File: src/rtl/money_pkg.sv
// rtl/money_pkg.sv - shared key codes, entry states and money constants
package money_pkg;

    localparam int MONEY_W = 8;

    localparam logic [3:0] KEY_CLEAR = 4'd10;
    localparam logic [3:0] KEY_BKSP  = 4'd11;
    localparam logic [3:0] KEY_ENTER = 4'd12;

    localparam logic [MONEY_W-1:0] PRICE_5  = 8'd5;
    localparam logic [MONEY_W-1:0] PRICE_10 = 8'd10;
    localparam logic [MONEY_W-1:0] PRICE_20 = 8'd20;
    localparam logic [MONEY_W-1:0] PRICE_30 = 8'd30;

    typedef enum logic {
        IDLE  = 1'b0,
        ENTRY = 1'b1
    } entry_state_t;

    function automatic logic is_digit(input logic [3:0] code);
        return code <= 4'd9;
    endfunction

endpackage

File: src/rtl/bcd_shift3.sv
// rtl/bcd_shift3.sv - three-digit BCD echo register: insert-left, shift-right, clear
module bcd_shift3 (
    input  logic       clk,
    input  logic       rst,
    input  logic       i_clear,
    input  logic       i_shl,
    input  logic       i_shr,
    input  logic [3:0] i_digit,
    output logic [3:0] d2,
    output logic [3:0] d1,
    output logic [3:0] d0
);

    always_ff @(posedge clk) begin
        if (!rst) begin
            d2 <= 4'd0;
            d1 <= 4'd0;
            d0 <= 4'd0;
        end else if (i_clear) begin
            d2 <= 4'd0;
            d1 <= 4'd0;
            d0 <= 4'd0;
        end else if (i_shl) begin
            d2 <= d1;
            d1 <= d0;
            d0 <= i_digit;
        end else if (i_shr) begin
            d0 <= d1;
            d1 <= d2;
            d2 <= 4'd0;
        end
    end

endmodule

File: src/rtl/money_entry.sv
// rtl/money_entry.sv - keypad digit accumulator committing an 8-bit amount on ENTER (option MONEY_ENTRY_DENOM_EN)
module money_entry
    import money_pkg::*;
#(
    parameter int MAX_DIGITS = 3,
    parameter int MAX_VALUE  = 255
) (
    input  logic               clk,
    input  logic               rst,
    input  logic               key_valid,
    input  logic [3:0]         key_code,
    input  logic               lock,
    output logic [MONEY_W-1:0] money,
    output logic               money_valid,
    output logic [3:0]         d2,
    output logic [3:0]         d1,
    output logic [3:0]         d0,
    output logic               entry_err,
    output logic               busy
);

    localparam logic [13:0] LP_MAX_VALUE  = 14'(MAX_VALUE);
    localparam logic [1:0]  LP_MAX_DIGITS = 2'(MAX_DIGITS);

    entry_state_t r_state;
    logic [9:0]   r_acc;
    logic [1:0]   r_ndig;

    logic        w_key;
    logic        w_digit;
    logic [13:0] w_new;
    logic        w_digit_ok;
    logic        w_enter_ok;
    logic        w_shl;
    logic        w_shr;
    logic        w_clear;

    assign w_key   = key_valid && !lock;
    assign w_digit = is_digit(key_code);
    assign w_new   = {4'd0, r_acc} * 14'd10 + {10'd0, key_code};

    // The 10-bit accumulator plus a 14-bit candidate lets overflow be caught before it is stored.
    assign w_digit_ok = (r_ndig != LP_MAX_DIGITS) && (w_new <= LP_MAX_VALUE);

`ifdef MONEY_ENTRY_DENOM_EN
    assign w_enter_ok = (r_acc % 10'd5) == 10'd0;
`else
    assign w_enter_ok = 1'b1;
`endif

    assign w_shl   = w_key && w_digit && (r_state == IDLE || w_digit_ok);
    assign w_shr   = w_key && (r_state == ENTRY) && (key_code == KEY_BKSP);
    assign w_clear = w_key && (r_state == ENTRY) &&
                     (key_code == KEY_CLEAR || (key_code == KEY_ENTER && w_enter_ok));

    assign busy = (r_state == ENTRY);

    bcd_shift3 u_digits (
        .clk     (clk),
        .rst     (rst),
        .i_clear (w_clear),
        .i_shl   (w_shl),
        .i_shr   (w_shr),
        .i_digit (key_code),
        .d2      (d2),
        .d1      (d1),
        .d0      (d0)
    );

    always_ff @(posedge clk) begin
        if (!rst) begin
            r_state     <= IDLE;
            r_acc       <= 10'd0;
            r_ndig      <= 2'd0;
            money       <= '0;
            money_valid <= 1'b0;
            entry_err   <= 1'b0;
        end else begin
            money_valid <= 1'b0;
            entry_err   <= 1'b0;
            if (w_key) begin
                case (r_state)
                    IDLE: begin
                        if (w_digit) begin
                            r_acc   <= {6'd0, key_code};
                            r_ndig  <= 2'd1;
                            r_state <= ENTRY;
                        end else if (key_code == KEY_ENTER || key_code == KEY_BKSP) begin
                            entry_err <= 1'b1;
                        end
                    end
                    ENTRY: begin
                        if (w_digit) begin
                            if (w_digit_ok) begin
                                r_acc  <= w_new[9:0];
                                r_ndig <= r_ndig + 2'd1;
                            end else begin
                                entry_err <= 1'b1;
                            end
                        end else if (key_code == KEY_BKSP) begin
                            r_acc  <= r_acc / 10'd10;
                            r_ndig <= r_ndig - 2'd1;
                            if (r_ndig == 2'd1)
                                r_state <= IDLE;
                        end else if (key_code == KEY_CLEAR) begin
                            r_acc   <= 10'd0;
                            r_ndig  <= 2'd0;
                            r_state <= IDLE;
                        end else if (key_code == KEY_ENTER) begin
                            if (w_enter_ok) begin
                                money       <= r_acc[MONEY_W-1:0];
                                money_valid <= 1'b1;
                                r_acc       <= 10'd0;
                                r_ndig      <= 2'd0;
                                r_state     <= IDLE;
                            end else begin
                                entry_err <= 1'b1;
                            end
                        end
                    end
                    default: r_state <= IDLE;
                endcase
            end
        end
    end

endmodule

File: config.mk
export PLATFORM = sky130hd
export DESIGN_NAME = money_entry
export DESIGN_NICKNAME = d
export VERILOG_FILES = /design/src/rtl/money_pkg.sv /design/src/rtl/bcd_shift3.sv /design/src/rtl/money_entry.sv
export SDC_FILE = /design/constraint.sdc
export NUM_CORES = 1
export LEC_CHECK = 0
export ABC_AREA = 1
export BUFFER_PORTS_ARGS = -buffer_cell sky130_fd_sc_hd__clkbuf_2
export CELL_PAD_IN_SITES_DETAIL_PLACEMENT = 1
export CELL_PAD_IN_SITES_GLOBAL_PLACEMENT = 1
export CORE_MARGIN = 3
export CORE_UTILIZATION = 39
export CTS_BUF_LIST = sky130_fd_sc_hd__clkbuf_4
export CTS_CLUSTER_SIZE = 30
export DETAILED_ROUTE_END_ITERATION = 10
export PLACE_DENSITY_LB_ADDON = 0.1
export SYNTH_ARGS = -nofsm -noshare
export SYNTH_HDL_FRONTEND = slang
export SYNTH_HIERARCHICAL = 1
export SYNTH_SLANG_ARGS = --single-unit
export TNS_END_PERCENT = 30
File: constraint.sdc
create_clock -name clk -period 3.1 [get_ports clk]
set_input_delay 0.62 -clock clk [delete_from_list [all_inputs] [get_ports clk]]
set_output_delay 0.62 -clock clk [all_outputs]
set_load 0.02 [all_outputs]
==> results of run 1 <==
-- worst max-delay path, stage by stage (launching register included) --
cell and delay (ns):
dfxtp_2 0.34, ha_1 0.29, ha_1 0.21, inv_2 0.07, fa_2 0.47, nor2_1 0.12, nand2_1 0.09, nor2_2 0.12
nand2_2 0.07, o211a_1 0.22, nand4_1 0.11, a21oi_2 0.07, buf_6 0.14, buf_4 0.15, or2_2 0.28, nand2_1 0.07
a21oi_1 0.06
-- power breakdown --
| part | switching [mW] | internal, mW | total (mW) | leakage [nW] |
|---|---|---|---|---|
| clock | 0.189 | 0.170 | 0.359 | 0.0452 |
| combinational | 0.230 | 0.151 | 0.381 | 1.28 |
| sequential | 0.0148 | 0.468 | 0.483 | 0.286 |
-- logic make-up after synthesis --
family,after synthesis,share of synthesized area
XOR/XNOR,8,0.02704
flip-flops,35,0.2704
AO/OA/AOI/OAI,82,0.1811
buffers and inverters,58,0.08595
adder cells (fa/ha/maj),23,0.1169
AND/OR/NAND/NOR,179,0.3187
-- state kept, by name (all words and copies together) (netlist names) --
signal / count
money_valid: 1
busy: 1
u_digits/d0: 4
r_acc: 10
money: 8
entry_err: 1
u_digits/d1: 4
u_digits/d2: 4
r_ndig: 2
-- repair_timing --
| item | 4_1_cts | 5_1_grt |
|---|---|---|
| pin swaps | 0 | 11 |
| resized for setup | 4 | 35 |
| endpoints found under the setup margin | 12 | 24 |
| setup buffers | 0 | 3 |
| hold buffers | 0 | 0 |
-- placed cells by master (no fill, tap or decap), types with 2 or more instances in the layout --
| cell | n |
|---|---|
| nand2_1 | 77 |
| inv_1 | 42 |
| nor2_1 | 31 |
| dfxtp_1 | 31 |
| clkbuf_2 | 30 |
| o21ai_0 | 27 |
| nand3_1 | 24 |
| a21oi_1 | 23 |
| ha_1 | 19 |
| buf_4 | 19 |
| nand2_2 | 17 |
| inv_2 | 10 |
| nor3_1 | 7 |
| o21ai_1 | 6 |
| a211oi_1 | 6 |
| clkbuf_4 | 5 |
| o21ai_2 | 4 |
| nor2_2 | 4 |
| xnor2_1 | 4 |
| nand3_2 | 4 |
| nand2_4 | 4 |
| dfxtp_2 | 4 |
| nor2_4 | 3 |
| a21oi_2 | 3 |
| nand4_1 | 3 |
| a31oi_1 | 3 |
| xor2_1 | 2 |
| a22oi_1 | 2 |
| ha_4 | 2 |
| buf_6 | 2 |
| or2_4 | 2 |
-- worst paths after layout --
check	to	slack [ns]	depth (start not counted)
setup / recovery	u_digits/d1[0]	0.11	16
hold / removal	r_ndig[1]	0.50	2
setup reg to reg	u_digits/d1[0]	0.11	16
hold reg to reg	r_ndig[1]	0.50	2
-- layout make-up --
class                   count  area, um^2
inverters                  53       198.9
clock inverters             3       43.79
well taps                  77       96.34
repair buffers             52       335.3
clock buffers               5       37.54
flip-flops and latches     35       705.7
fillers                   885        3193
multi-input cells         292        1775
-- metal layers --
| metal | routed length, um | share of wire | up-vias | global-route usage |
|---|---|---|---|---|
| met1 | 3436 | 0.44 | 1269 | 0.2678 |
| met4 | 95 | 0.012 | 0 | 0.05997 |
| met2 | 4049 | 0.51 | 42 | 0.3788 |
| met5 | 0 | 0 | - | 0 |
| met3 | 314 | 0.040 | 10 | 0.03122 |
| li1 | - | - | 1377 | - |
-- metrics by stage --
stage	std cells	utilization
2_1_floorplan	385	-
3_3_place_gp	506	0.4649
3_5_place_dp	506	0.4649
4_1_cts	514	0.4792
5_1_grt	517	0.5000
6_report	517	0.5000
==> results.md, run 1 <==
- H-tree depth: 2
- Yosys top cell area share: 0.2704
- Top FF cell, synth: dfxtp_1
- Root buffer cell: clkbuf_4
- Total grt overflow: 0
- Seq/Total Area, Yosys: 0.2704
- DIE HEIGHT: 87.51 um
- Setup crit end kind: register
- FF-to-FF Start: r_acc[1]
- PD cells: 382.9 nW/um^2
- DRT iter0 DRCs: 70
- Die Area: 7658 um^2
- EDFF count, synth: 0
- Post-synth top cells: 81 x nand2_1, 44 x inv_1, 35 x dfxtp_1, 35 x nor2_1, 33 x o21ai_0
- Startpoint types: register
- Relative slew margins: 0.6195
- Slew Viols, Final: 0
- TNS Setup: 0 ns
- DRC: 0
- CTS tree: done
- Setup Skew: 0.01015 ns
- Share of layout cells above drive strength 1: 0.2795
- Final period utilization: 0.9643
- Tot GR Track Use: 0.2137
- Hold Path Origin: r_ndig[1]
- Most common cell in the netlist: nand2_1
- Worst vdd ir: approximately 0.19 mV
- Worst Setup SP: r_acc[1]
- Routed vias: 2698
- Leading area contributor after synthesis: dfxtp_1
- Synthesis-to-finish area growth: 23.23%
- Post-Syn Area per Cell: 6.730 um^2
- Clock sinks: 35
- Final Hold Viols: 0
- Final design area excluding fillers: 3193 um^2
- Net Count, Synth: 416
- Synth Instances: 385
- Min Hold Slack: 0.4977 ns
- CTS clk-pin slew, worst paths: approximately 0.13 ns
- Dpl ws: -0.09713 ns
- Placer Congestion: 0.8632
- Skew-Pair Late Insertion Delay: 0.37 ns
- Post-synthesis async set-or-reset flop share: 0
- Synth unique cells: 38
- Fin crit period: 2.989 ns
- Die W: approximately 90 um
- CTS Buffer Depth: 2
- Top Ports: 31
- Syn. warnings: 6
- Min-delay worst type: register to register
- Routed WL: just under 8000 um
- Setup ws final: 0.1107 ns
- Peak Freq: about 0.33 GHz
- Starting Density: 0.4058
- First drt pass iteration count: 4
- Dpl hpwl: 6039 um
- Top area cells in the synthesized netlist: dfxtp_1 27%, nand2_1 12%, ha_1 10%
- Yosys reg bits: 35
- Max cap viols: 0
- Status: finished clean
- Lkg Pwr: 1.607 nW
- FP Rows: 29
- First-pass GRT wire length: 12910 um
- Core area: approximately 6400 um^2
- Vias in the first global route: 2708
- RSZ-0062 raised after global routing: yes
- # nets final: 470
- Critical Path Fanout Max: 7
- Worst Path Required: ~3.4 ns
- Crit path DAT: 3.26 ns
- Final ANT Viol Nets: 0
- Final setup viols: 0
- Pwr Total: 1.223 mW
- I/O Buffers: 30
- Initial antenna violation count: 0
- Largest net degree at the start of global routing: 16
- Avg WL per Cell: about 15 um
- Post-synthesis cell area: 2591 um^2
- Cell Area, Placed: ~3000 um^2
- Vias/cell: 5.219
- ANT cells: 0
- Inserted Clock Buffers: 5
- Worst-margin pin slew: between 0.5 and 0.6 ns
- WS Path Type: register to register
Power figures use the tool's default switching activity.
==> run 2, diff against run 1 <==
--- a/config.mk
+++ b/config.mk
@@ -6,14 +6,14 @@
 export NUM_CORES = 1
 export LEC_CHECK = 0
 export ABC_AREA = 1
-export BUFFER_PORTS_ARGS = -buffer_cell sky130_fd_sc_hd__clkbuf_2
 export CELL_PAD_IN_SITES_DETAIL_PLACEMENT = 1
 export CELL_PAD_IN_SITES_GLOBAL_PLACEMENT = 1
 export CORE_MARGIN = 3
-export CORE_UTILIZATION = 39
+export CORE_UTILIZATION = 43
 export CTS_BUF_LIST = sky130_fd_sc_hd__clkbuf_4
 export CTS_CLUSTER_SIZE = 30
 export DETAILED_ROUTE_END_ITERATION = 10
+export DONT_BUFFER_PORTS = 1
 export PLACE_DENSITY_LB_ADDON = 0.1
 export SYNTH_ARGS = -nofsm -noshare
 export SYNTH_HDL_FRONTEND = slang
==> results.md, run 2 (synthesized netlist as in run 1, its figures left out) <==
- Status: finished clean
- Starting Density: 0.4566
- Setup Skew: approximately 0.020 ns
- Worst vdd ir: 0.1985 mV
- Crit path DAT: roughly 3.3 ns
- Skew-Pair Late Insertion Delay: between 0.3 and 0.4 ns
- Relative slew margins: 0.5757
- Dpl hpwl: 5782 um
- Top Ports: 31
- Final setup viols: 0
- Max cap viols: 0
- Placer Congestion: just over 0.8
- Max FFs per register: 10
- First-pass GRT wire length: 12620 um
- Multi-input gate area: 1827 um^2
- Vias in the first global route: 2715
- Initial antenna violation count: 0
- I/O Buffers: 0
- FP Rows: 27
- H-tree depth: 2
- Setup crit end kind: register
- Worst-margin pin slew: 0.6342 ns
- Min Hold Slack: around 0.37 ns
- Global routing usage on met2: 0.3926
- CTS Buffer Depth: 2
- Critical Path Fanout Max: 6
- Slew Viols, Final: 0
- Largest Register: r_acc
- Vias/cell: 5.598
- Register-to-register setup slack: 0.03 ns
- Fillers: 747
- Final Hold Viols: 0
- DRT iter0 DRCs: 137
- CTS tree: done
- Peak Freq: 0.3259 GHz
- Startpoint types: register
- Largest registers: r_acc: 10 flops, money: 8 flops
- First drt pass iteration count: 4
- Routed vias: 2698
- Total grt overflow: 0
- Final ANT Viol Nets: 0
- Worst Path Required: around 3.4 ns
- Commonest non-fill, non-tap cells in the layout: 72 x nand2_1, 42 x inv_1, 31 x nor2_1, 30 x dfxtp_1, 29 x o21ai_0
- DRC: 0
- TNS Setup: 0 ns
- DIE HEIGHT: approximately 84 um
- Final period utilization: 0.9897
- Min-delay worst type: input pin to register
- Hold_buf cts: 0
- WS Path Type: register to register
- Die W: 83.63 um
- Leading cell type in the layout, fill and taps excluded: nand2_1
- Tot GR Track Use: 0.2180
- PD cells: 397.9 nW/um^2
- Avg WL per Cell: 17.16 um
- FF/Latch Area: 709.4 um^2
- RSZ-0062 raised after global routing: yes
- Met3 Use GR: 0.03258
- Inserted Clock Buffers: 5
- Die Area: 6994 um^2
- Top Usage Layer GRT: met2
- Fin crit period: 3.068 ns
- Met1 usage: 0.2686
- Share of layout cells above drive strength 1: 0.2439
- Clock sinks: 35
- Routed WL: 8270 um
- Lkg Pwr: between 1 and 1.5 nW
- Synthesis-to-finish area growth: 19.07%
- Core area: 5675 um^2
- Root buffer cell: clkbuf_4
- # nets final: 440
- Largest net degree at the start of global routing: 18
- CTS clk-pin slew, worst paths: 0.14 ns
- ANT cells: 0
## run 2: stage by stage
| step | setup WS (ns) | instances | utilization | instance area (um^2) | power (mW) |
|---|---|---|---|---|---|
| final | 0.03191 | 482 | 0.5437 | 3085 | 1.228 |
| after floorplan | 0.1708 | 385 | - | 2591 | 0.7289 |
| after global placement | 0.05105 | 466 | 0.4868 | 2763 | 0.8014 |
| after detailed placement | -0.03512 | 466 | 0.4868 | 2763 | 0.8123 |
| after global routing | -0.1702 | 482 | 0.5437 | 3085 | 1.301 |
| after CTS | 0.01287 | 475 | 0.5068 | 2877 | 1.175 |
## run 2: what timing repair did
item	4_1_cts	5_1_grt
setup endpoints to repair	21	24
setup buffers	1	5
gates cloned	0	2
gates resized for setup	9	43
pin swaps	1	22
## run 2: critical path, stage by stage, from the launching register on
cell	delay (ns)
dfxtp_4	0.40
ha_4	0.27
ha_4	0.13
inv_4	0.04
fa_2	0.42
o21ai_2	0.17
buf_4	0.13
a21oi_1	0.06
o21bai_1	0.19
a21oi_1	0.10
o211a_1	0.12
nand4_1	0.15
nand2_2	0.10
nand2_4	0.13
clkinvlp_4	0.18
o21ai_0	0.31
a21oi_2	0.05
## run 2: final cells by class
class | instances | area share
repair inverters | 1 | 0.002433
multi-input cells | 292 | 0.5921
inverters | 53 | 0.06732
flip-flops and latches | 35 | 0.2299
repair buffers | 21 | 0.05272
clock buffers | 5 | 0.01217
well taps | 72 | 0.02920
clock inverters | 3 | 0.01419
## run 2: worst paths after layout
check                 start  cells past startpoint   endpoint
hold reg to reg   r_ndig[1]                      2  r_ndig[1]
hold / removal          rst                      2   r_acc[2]
setup / recovery   r_acc[3]                     16   r_acc[0]
setup reg to reg   r_acc[3]                     16   r_acc[0]
## run 2: routing by layer
metal | part of all wire | vias to the layer above
met4 | 0.025 | 0
li1 | - | 1321
met5 | 0 | -
met3 | 0.035 | 18
met2 | 0.50 | 43
met1 | 0.44 | 1316
## run 2: report_power, final
group	internal [mW]	switching [mW]	leakage (nW)
clock	0.170	0.194	0.0452
sequential	0.468	0.0271	0.287
combinational	0.146	0.223	1.13
